**config.mk**
```make
export PLATFORM = sky130hd
export DESIGN_NAME = register_rtl
export DESIGN_NICKNAME = d
export VERILOG_FILES = /design/src/rtl/register_rtl.sv
export SDC_FILE = /design/constraint.sdc
export NUM_CORES = 1
export LEC_CHECK = 0
export CORE_MARGIN = 8
export CORE_UTILIZATION = 41
export CTS_CLUSTER_DIAMETER = 120
export CTS_CLUSTER_SIZE = 20
export DETAILED_ROUTE_END_ITERATION = 16
export PLACE_DENSITY = 0.89
export SLEW_MARGIN = 20
export SYNTH_ARGS = -nofsm -noshare
export SYNTH_HDL_FRONTEND = slang
export SYNTH_SLANG_ARGS = --single-unit
```
**constraint.sdc**
```tcl
create_clock -name clk -period 1.4 [get_ports clk]
set_clock_uncertainty 0.2 [all_clocks]
set_input_delay 0.28 -clock clk [delete_from_list [all_inputs] [get_ports clk]]
set_output_delay 0.28 -clock clk [all_outputs]
set_load 0.005 [all_outputs]
```
**src/rtl/register_rtl.sv**
```systemverilog
// Parameterised p_nbits-wide storage register: synchronous active-low clear,
// active-high load enable, output driven straight from the flip-flops.
module register_rtl #(
    parameter int p_nbits = 32
) (
    input  logic               clk,
    input  logic               rst,
    input  logic               en,
    input  logic [p_nbits-1:0] d,
    output logic [p_nbits-1:0] q
);

    logic [p_nbits-1:0] q_reg;

    // Clear beats load; with neither, the flops simply hold (clock-enable style).
    always_ff @(posedge clk) begin
        if (!rst) begin
            q_reg <= '0;
        end else if (en) begin
            q_reg <= d;
        end
    end

    assign q = q_reg;

endmodule

```
==> Word level (Yosys, flattened, before mapping) <==
Cells that the tools add are included.
W data, S select, Z words.
{ "word_totals": {"out_inout_bits": 32, "word_cells": 1, "ff_bits": 32} }

==> Depth between registers and ports, before layout <==
{ "logic_depth": {"ltp_word": 0, "ltp_mapped": 4} }

==> Worst setup path before layout <==
OpenSTA, ideal clock, no wires.
{ "synth_path": {"path_type": "input to register", "startpoint": "input port en", "endpoint": "register q_reg[0], in the netlist q[0]", "path_stages": 4, "setup_slack_ns": 0.332, "setup_time_ns": 0.116, "t_required_ns": 1.084, "t_arrival_ns": 0.752, "cell_sequence": "buf_6 > buf_12 > mux2i_1 > nor2b_1"} }
{ "synth_lines": {"columns": ["item", "line_no", "text"], "rows": [
  ["from (decl)", "8", "input logic en,"],
  ["to (signal assigned)", "18", "q_reg <= '0;"],
  ["to (signal assigned)", "20", "q_reg <= d;"],
  ["to (decl)", "13", "logic [p_nbits-1:0] q_reg;"]
]} }

==> Final worst setup path <==
{ "layout_path": {"startpoint": "register q_reg[5], in the netlist q[5]", "endpoint": "output port q[5]"} }
{ "layout_lines": {"columns": ["item", "line_no", "text"], "rows": [
  ["to (decl)", "10", "output logic [p_nbits-1:0] q"]
]} }
No word-level cell between the ends.

==> results_dict.tcl <==
set metrics [dict create \
    end_kind "output port" \
    synth_top_cell_by_area "dfxtp_1" \
    rsz0062_at_grt "false" \
    grt_max_degree 30 \
    nets 211 \
    critPathSlowestCell "dfxtp_2" \
    cts_tree "done" \
    timing.fmax_mhz 742 \
    top_usage_layer "met2" \
    synth_nets 138 \
    synth.distinct_cells 6 \
    overflow 0 \
    die_x_um 71.1 \
    cts_root_buf "clkbuf_4" \
    syn_area_um2 1240 \
    grt_pass1_wl_um 5220 \
    dpl.hpwl_um 2480 \
    antenna_found_initial 0 \
    grt.total_usage 0.132 \
    htree_levels 2 \
    synthCells 103 \
    p_int_mw 1.44 \
    p_comb_frac 0.178 \
    clk_pin_slew_ps 90 \
    finalSetupViolations 0 \
    worst_slew_pin_slew_ps 170 \
    synth_top_area_share 0.515 \
    layout_min_cycle_time_ps 1350 \
    switching_share 0.227 \
    largest_reg_flops 32 \
    critical-path-max-stage-delay_ps 340 \
    hold_buffers 0 \
    globalRouteMet2Util 0.229 \
    ys.warnings.count 0 \
    drt_iter0_drc 15 \
    hp-class "in -> reg" \
    worstSetupPathType "reg -> out" \
    fill_cells 237 \
    setup_tns_ps 0 \
    final_hold_viol_count 0 \
    place_area_um2 1930 \
    cp.required_ps 920 \
    pwr-share-seq 0.537 \
    leakage_nw 0.877 \
    postLayoutCellArea_um2 1980 \
    vias 981 \
    yosysSeqAreaShare 0.515 \
    first_pass_iters 4 \
    critical-path-top-delay-family "flip-flops" \
    drive_above_1_share 0.305 \
    diodes 0 \
    grt_pass1_vias 1124 \
    post_drt_wl_per_cell_um 14.8 \
    place.detailed.instances 199 \
    status "complete, no violations" \
    synth_area_leaders "dfxtp_1, mux2i_1, nor2b_1" \
    ctsLongestPathBuffers 2 \
    ir_drop_mv 0.499 \
    fp.dieH_um 71.1 \
    num_io_pins 67 \
    total_power_mw 1.86 \
    clkSinkCount 32 \
    crit_arrival_ps 870 \
    place_congestion 0.728 \
    power.density_nw_per_um2 944 \
    die_area_um2 5050 \
    met3_usage 0.0706 \
    cp_num_buf_inv 1 \
    vias_per_cell 4.67 \
    rows 20 \
    routed_wl_um 3100 \
    port_buffers 66 \
    synth_area_per_cell_um2 12.1 \
    pwr-share-clk 0.285 \
    slew_headroom 0.883 \
    final_common_cell "clkdlybuf4s50_1" \
    cts-buffers-inserted 5 \
    met1_usage 0.122 \
    ant_nets 0 \
    clkLatencyLatePin_ps 320 \
    synth-seq-cells 32 \
    p_switching_mw 0.423 \
    coreArea_um2 2980 \
    drc 0 \
    worstPathMaxFanout 2 \
    final_cells 210 \
    drv_slew 0 \
    fin_crit_sh 0.963 \
    cap_violations 0 \
    final_util 0.663 \
    crit_chain "clkdlybuf4s15_1" \
    final_cell_mix "clkdlybuf4s50_1, mux2i_1, nor2b_1" \
    start_kind "register" \
    area_growth_pct 58.9 \
    start_util 0.418 \
]
-- worst paths after layout --
check | startpoint | endpoint | slack [ps] | cells past startpoint
worst min register to register | q[26] | q[26] | 310 | 2
worst max register to register | q[10] | q[10] | 340 | 4
worst min-delay path | en | q[26] | 290 | 4
worst max-delay path | q[5] | q[5] | 50 | 1
-- logic make-up after synthesis --
family        count (synthesis)  share of synthesized area
flops                        32                      0.515
mux                          32                      0.258
buf+inv                       7                     0.0664
simple gates                 32                      0.161
-- power by group through the flow --
stage | registers (mW) | logic, mW | clock network (mW)
floorplan | 1.02 | 0.137 | 0
global placement | 1.01 | 0.356 | 0
detailed placement | 1.01 | 0.367 | 0
CTS | 0.997 | 0.343 | 0.548
global route | 1.01 | 0.362 | 0.598
finish | 1.00 | 0.332 | 0.532
-- layer usage --
| layer | wire length, um | share of wire |
|---|---|---|
| met3 | 332 | 0.11 |
| met1 | 1230 | 0.40 |
| met5 | 0 | 0 |
| met4 | 58 | 0.019 |
| met2 | 1480 | 0.48 |
-- per-stage QoR --
stage	setup WS, ps	hold WS (ps)
6_report	52.3	294
5_1_grt	2.29	287
4_1_cts	0.917	287
3_5_place_dp	-6.04	312
3_3_place_gp	40.7	296
2_1_floorplan	332	208
-- cells in the mapped netlist --
library cell / n
buf_12: 3
buf_6: 1
clkbuf_1: 3
dfxtp_1: 32
mux2i_1: 32
nor2b_1: 32
-- final cells by class --
type	instances	area [um2]	share of cell area
multi-input combinational	64	520	0.263
clock buffer	8	58.8	0.0298
timing repair buffer	73	681	0.345
sequential	32	674	0.341
tap	33	41.3	0.0209
-- repair_timing --
action	4_1_cts	5_1_grt
pin swaps	0	0
resized for setup	65	39
setup buffers	2	1
endpoints found under the setup margin	32	26
cloned	0	0
Note: power is estimated with default switching activity, not from simulation.
==> variant 1: new RTL, config.mk and constraints unchanged <==
`p_nbits`: 32 -> 24.
--- a/src/rtl/register_rtl.sv
+++ b/src/rtl/register_rtl.sv
@@ -1,7 +1,7 @@
 // Parameterised p_nbits-wide storage register: synchronous active-low clear,
 // active-high load enable, output driven straight from the flip-flops.
 module register_rtl #(
-    parameter int p_nbits = 32
+    parameter int p_nbits = 24
 ) (
     input  logic               clk,
     input  logic               rst,
Interface: changed (resized d and q); port bits go from 67 to 51. No check against the original RTL was run, so the function may have changed too.
==> variant 1 against the unedited design <==
Sequential cell count down 8. Wire length fell by 25%. Setup slack gained 5.8 ps. Critical path depth did not move. Global-route usage down 1.6 points. Utilization increased by 1.0 points. Synthesized cell count is 25% lower. Synthesized area shrank 25%. Total power down 21%. Final area fell by 26%. Hold slack improved by 29 ps. Largest power group unchanged.
==> variant 1: results (changes against the unedited design) <==
| Metric | Value |
|---|---|
| First-pass GRT wire length | `3.746 mm (was 5.216 mm)` |
| Fillers | `194 (was 237)` |
| GRT Total Usage | `11.58% (was 13.16%)` |
| # nets final | `158 (was 211)` |
| Vias per cell | `4.525 (was 4.671)` |
| Num rows | `17 (was 20)` |
| Post-synthesis cell type count | `6 (unchanged)` |
| Pwr dens | `1014 nW/um^2 (was 944.0 nW/um^2)` |
| Critical Path AT | `860 ps` |
| Outcome | `finished clean (unchanged)` |
| Signal inverters | `0 (unchanged)` |
| Share of cells above drive strength 1 | `35.38% (was 30.51%)` |
| Pin count of the biggest net entering global routing | `25 (was 30)` |
| Clk slew on worst S/H paths | `120 ps (was 90 ps)` |
| Commonest cells post-synth | `24 x dfxtp_1, 24 x mux2i_1, 24 x nor2b_1, 2 x buf_12, 2 x clkbuf_1 (was 32 x dfxtp_1, 32 x mux2i_1, 32 x nor2b_1, 3 x buf_12, 3 x clkbuf_1)` |
| H-tree levels | `1 (was 2)` |
| # diodes | `0 (unchanged)` |
| WL final | `2.322 mm (was 3.101 mm)` |
| Vias in the first global route | `776 (was 1124)` |
| PortBufs | `50 (was 66)` |
| Max reg flops | `24 (was 32)` |
| Flop pwr share | `50.7% (was 53.7%)` |
| Register area | `510.5 sq um (was 674.4 sq um)` |
| Fraction of area in multi-input gates | `26.71% (was 26.35%)` |
| Synthesized area per cell | `12.07 sq um (about the same)` |
| Cells after DPL | `152 (was 199)` |
| Drt initial violations | `26 (was 15)` |
| Placed wire-length estimate | `1.786 mm (was 2.476 mm)` |
| GP Congestion | `0.6789 (was 0.7283)` |
| Fraction of area in registers | `34.93% (was 34.14%)` |
| VDD IR-drop max | `0.7046 mV (was 0.4992 mV)` |
| DR vias | `715 (was 981)` |
| Bufs w/o clock | `54 (was 73)` |
| Pre-CTS setup slack | `-220.7 ps (was -6.040 ps)` |
| Register area share after synthesis | `51.68% (was 51.51%)` |
| Class of the worst hold path | `flip-flop to flip-flop (was primary input to flip-flop)` |
| Area post-placement | `1434 sq um (was 1926 sq um)` |
| Comb_multi_in | `48 (was 64)` |
| Mapped Nets | `104 (was 138)` |
| ClkCell Share | `3.596% (was 2.977%)` |
| FFs & Latches | `24 (was 32)` |
| Rel. slew slack | `87.92% (was 88.34%)` |
| First-pass iteration count of the detailed router | `3 (was 4)` |
| P_leak | `0.6532 nW (was 0.8774 nW)` |
| Number of clock buffers in the layout | `3 (was 8)` |
| Sw Share | `20.46% (was 22.68%)` |
| CP max-delay cell | `dfxtp_2 (unchanged)` |
| Clock root cell | `clkbuf_4 (unchanged)` |
| Signal buf overhead | `32.36% (was 34.45%)` |
| Combinational power | `0.239 mW (was 0.332 mW)` |
| FFs w/ async S/R, synth | `0% (unchanged)` |
| Top cells by area, synth | `dfxtp_1 52%, mux2i_1 26%, nor2b_1 16% (unchanged)` |
variant 1: worst paths after layout:
| check | start | slack (ps) | end | depth (start not counted) |
|---|---|---|---|---|
| max reg2reg | q[13] | 460 | q[13] | 3 |
| max | q[2] | 60 | q[2] | 1 |
| min | q[1] | 320 | q[1] | 2 |
| min reg2reg | q[1] | 320 | q[1] | 2 |
variant 1: layer usage:
layer	share of wire, %	GRT usage [%]	up-vias
met4	0.73	4.178	0
met5	0	0	-
met1	42	12.59	316
li1	-	-	358
met2	46	18.88	39
met3	11	5.830	2
variant 1: logic make-up (layout without fill, tap and decap cells):
logic type,after synthesis,after routing,share of synthesized area [%]
flip-flops,24,24,51.68
AND/OR/NAND/NOR,24,24,16.15
buffers and inverters,5,58,6.326
multiplexers,24,24,25.84
variant 1: what timing repair did:
action,CTS,global route
buffers inserted,1,1
setup endpoints to repair,24,20
hold buffers,0,0
resized for setup,66,21
==> variant 2: new RTL, same settings <==
Made on the original files. Reset style: asynchronous (`rst`), changed in one clocked block.
--- a/src/rtl/register_rtl.sv
+++ b/src/rtl/register_rtl.sv
@@ -13,7 +13,7 @@
     logic [p_nbits-1:0] q_reg;
 
     // Clear beats load; with neither, the flops simply hold (clock-enable style).
-    always_ff @(posedge clk) begin
+    always_ff @(posedge clk or negedge rst) begin
         if (!rst) begin
             q_reg <= '0;
         end else if (en) begin
Function: differs if rst is asserted again (counterexample within 4 cycles, from zero or initial values and one cycle with rst low); with rst held inactive, the same outputs for 10 cycles.
==> variant 2 against the unedited design <==
Setup slack improved by 11 ps. Synthesized area increased by 8.1%. Total power is 13% higher. Clock power rose by 7.5%. Sequential cell count did not move. Wire length grew 7.2%. Final area rose by 2.9%. Critical path type unchanged. Via count shrank 12%. Register-to-register slack got worse by 130 ps. Die area up 6.3%. Non-clock buffer count up 7.
==> variant 2: results (changes against the unedited design) <==
| Metric | Value |
|---|---|
| Power, Total | `2.110 mW (was 1.865 mW)` |
| Post-synthesis cell type count | `5 (was 6)` |
| CP max-delay cell | `dfrtp_1 (was dfxtp_2)` |
| WL final | `3.323 mm (was 3.101 mm)` |
| Sw Share | `22.86% (was 22.68%)` |
| Placed wire-length estimate | `2.453 mm (was 2.476 mm)` |
| # nets final | `186 (was 211)` |
| Register area share after synthesis | `59.53% (was 51.51%)` |
| Clock Power | `0.572 mW (was 0.532 mW)` |
| First-pass GRT wire length | `5.071 mm (was 5.216 mm)` |
| R2r setup slk | `210 ps (was 340 ps)` |
| Met3 Wirelength | `248 um (was 332 um)` |
| Max incr delay on CP | `400 ps (was 340 ps)` |
| Mapped Nets | `103 (was 138)` |
| Share of cells above drive strength 1 | `56.95% (was 30.51%)` |
| DR vias | `864 (was 981)` |
| R2r startpoint | `q[9] (was q[10])` |
| Metal2 WL | `1.683 mm (was 1.475 mm)` |
| Most used DFF post-synth | `dfrtp_1 (was dfxtp_1)` |
| Hold slack | `114.3 ps (was 293.7 ps)` |
| Worst Reg2Reg Path Length in Cells | `3 (was 4)` |
| Area post-placement | `2044 sq um (was 1926 sq um)` |
| FFs w/ async S/R, synth | `100.0% (was 0%)` |
| Synth warnings | `0 (unchanged)` |
| Class of the worst hold path | `primary input to async pin (was primary input to flip-flop)` |
| VDD IR-drop max | `0.6045 mV (was 0.4992 mV)` |
| P_seq | `1.06 mW (was 1.00 mW)` |
| P_leak | `1.007 nW (was 0.8774 nW)` |
| Outcome | `finished clean (unchanged)` |
| Vias in the first global route | `979 (was 1124)` |
| GRT Total Usage | `12.79% (was 13.16%)` |
| Drt initial violations | `24 (was 15)` |
| Met1 wire length | `1.336 mm (was 1.234 mm)` |
| GP Congestion | `0.6700 (was 0.7283)` |
| Pin count of the biggest net entering global routing | `33 (was 30)` |
## variant 2: cell count changes in the layout (fill, tap and decap cells not counted), sizes merged
cell	unedited run	this run
buf	8	44
clkbuf	21	10
mux2	0	32
clkdlybuf4s15	19	0
nor2b	32	0
dfrtp	0	32
mux2i	32	0
dfxtp	32	0
## variant 2: metal layers
| layer | global-route usage, % | vias up |
|---|---|---|
| met4 | 6.667 | 0 |
| met2 | 20.26 | 35 |
| met3 | 4.898 | 7 |
| li1 | - | 399 |
| met1 | 14.58 | 423 |
| met5 | 0 | - |
## variant 2: worst max-delay path by stage
stage / startpoint / end / slack (ps)
2_1_floorplan: en / q[0] / 250
3_3_place_gp: q[3] / q[3] / 60
3_5_place_dp: q[24] / q[24] / 30
4_1_cts: q[5] / q[5] / 2
5_1_grt: q[24] / q[24] / 20
6_report: q[24] / q[24] / 60
## variant 2: layout make-up
| type | count | area (sq um) | share of cell area [%] |
|---|---|---|---|
| Sequential cell | 32 | 800.8 | 39.41 |
| Timing Repair Buffer | 80 | 638.1 | 31.40 |
| Multi-Input combinational cell | 32 | 473.0 | 23.28 |
| Clock buffer | 7 | 65.06 | 3.202 |
| Tap cell | 44 | 55.05 | 2.709 |
## variant 2: per-stage QoR
step	utilization, %	instances	setup slack (ps)
after global routing	66.02	195	18.43
final	66.02	195	63.67
after CTS	66.26	194	1.993
after detailed placement	66.42	177	34.67
after floorplan	-	68	252.8
after global placement	66.42	177	64.29
## variant 2: cell families (layout without fill, tap and decap cells)
logic type             count (synthesis)  count (layout)  synth area share [%]
muxes                                 32              32                 35.16
DFF                                   32              32                 59.54
buffers and inverters                  4              87                 5.302
## variant 2: what timing repair did
item	4_1_cts	5_1_grt
pin swaps	0	0
endpoints found under the setup margin	32	3
buffers inserted	10	1
gates resized for setup	122	3
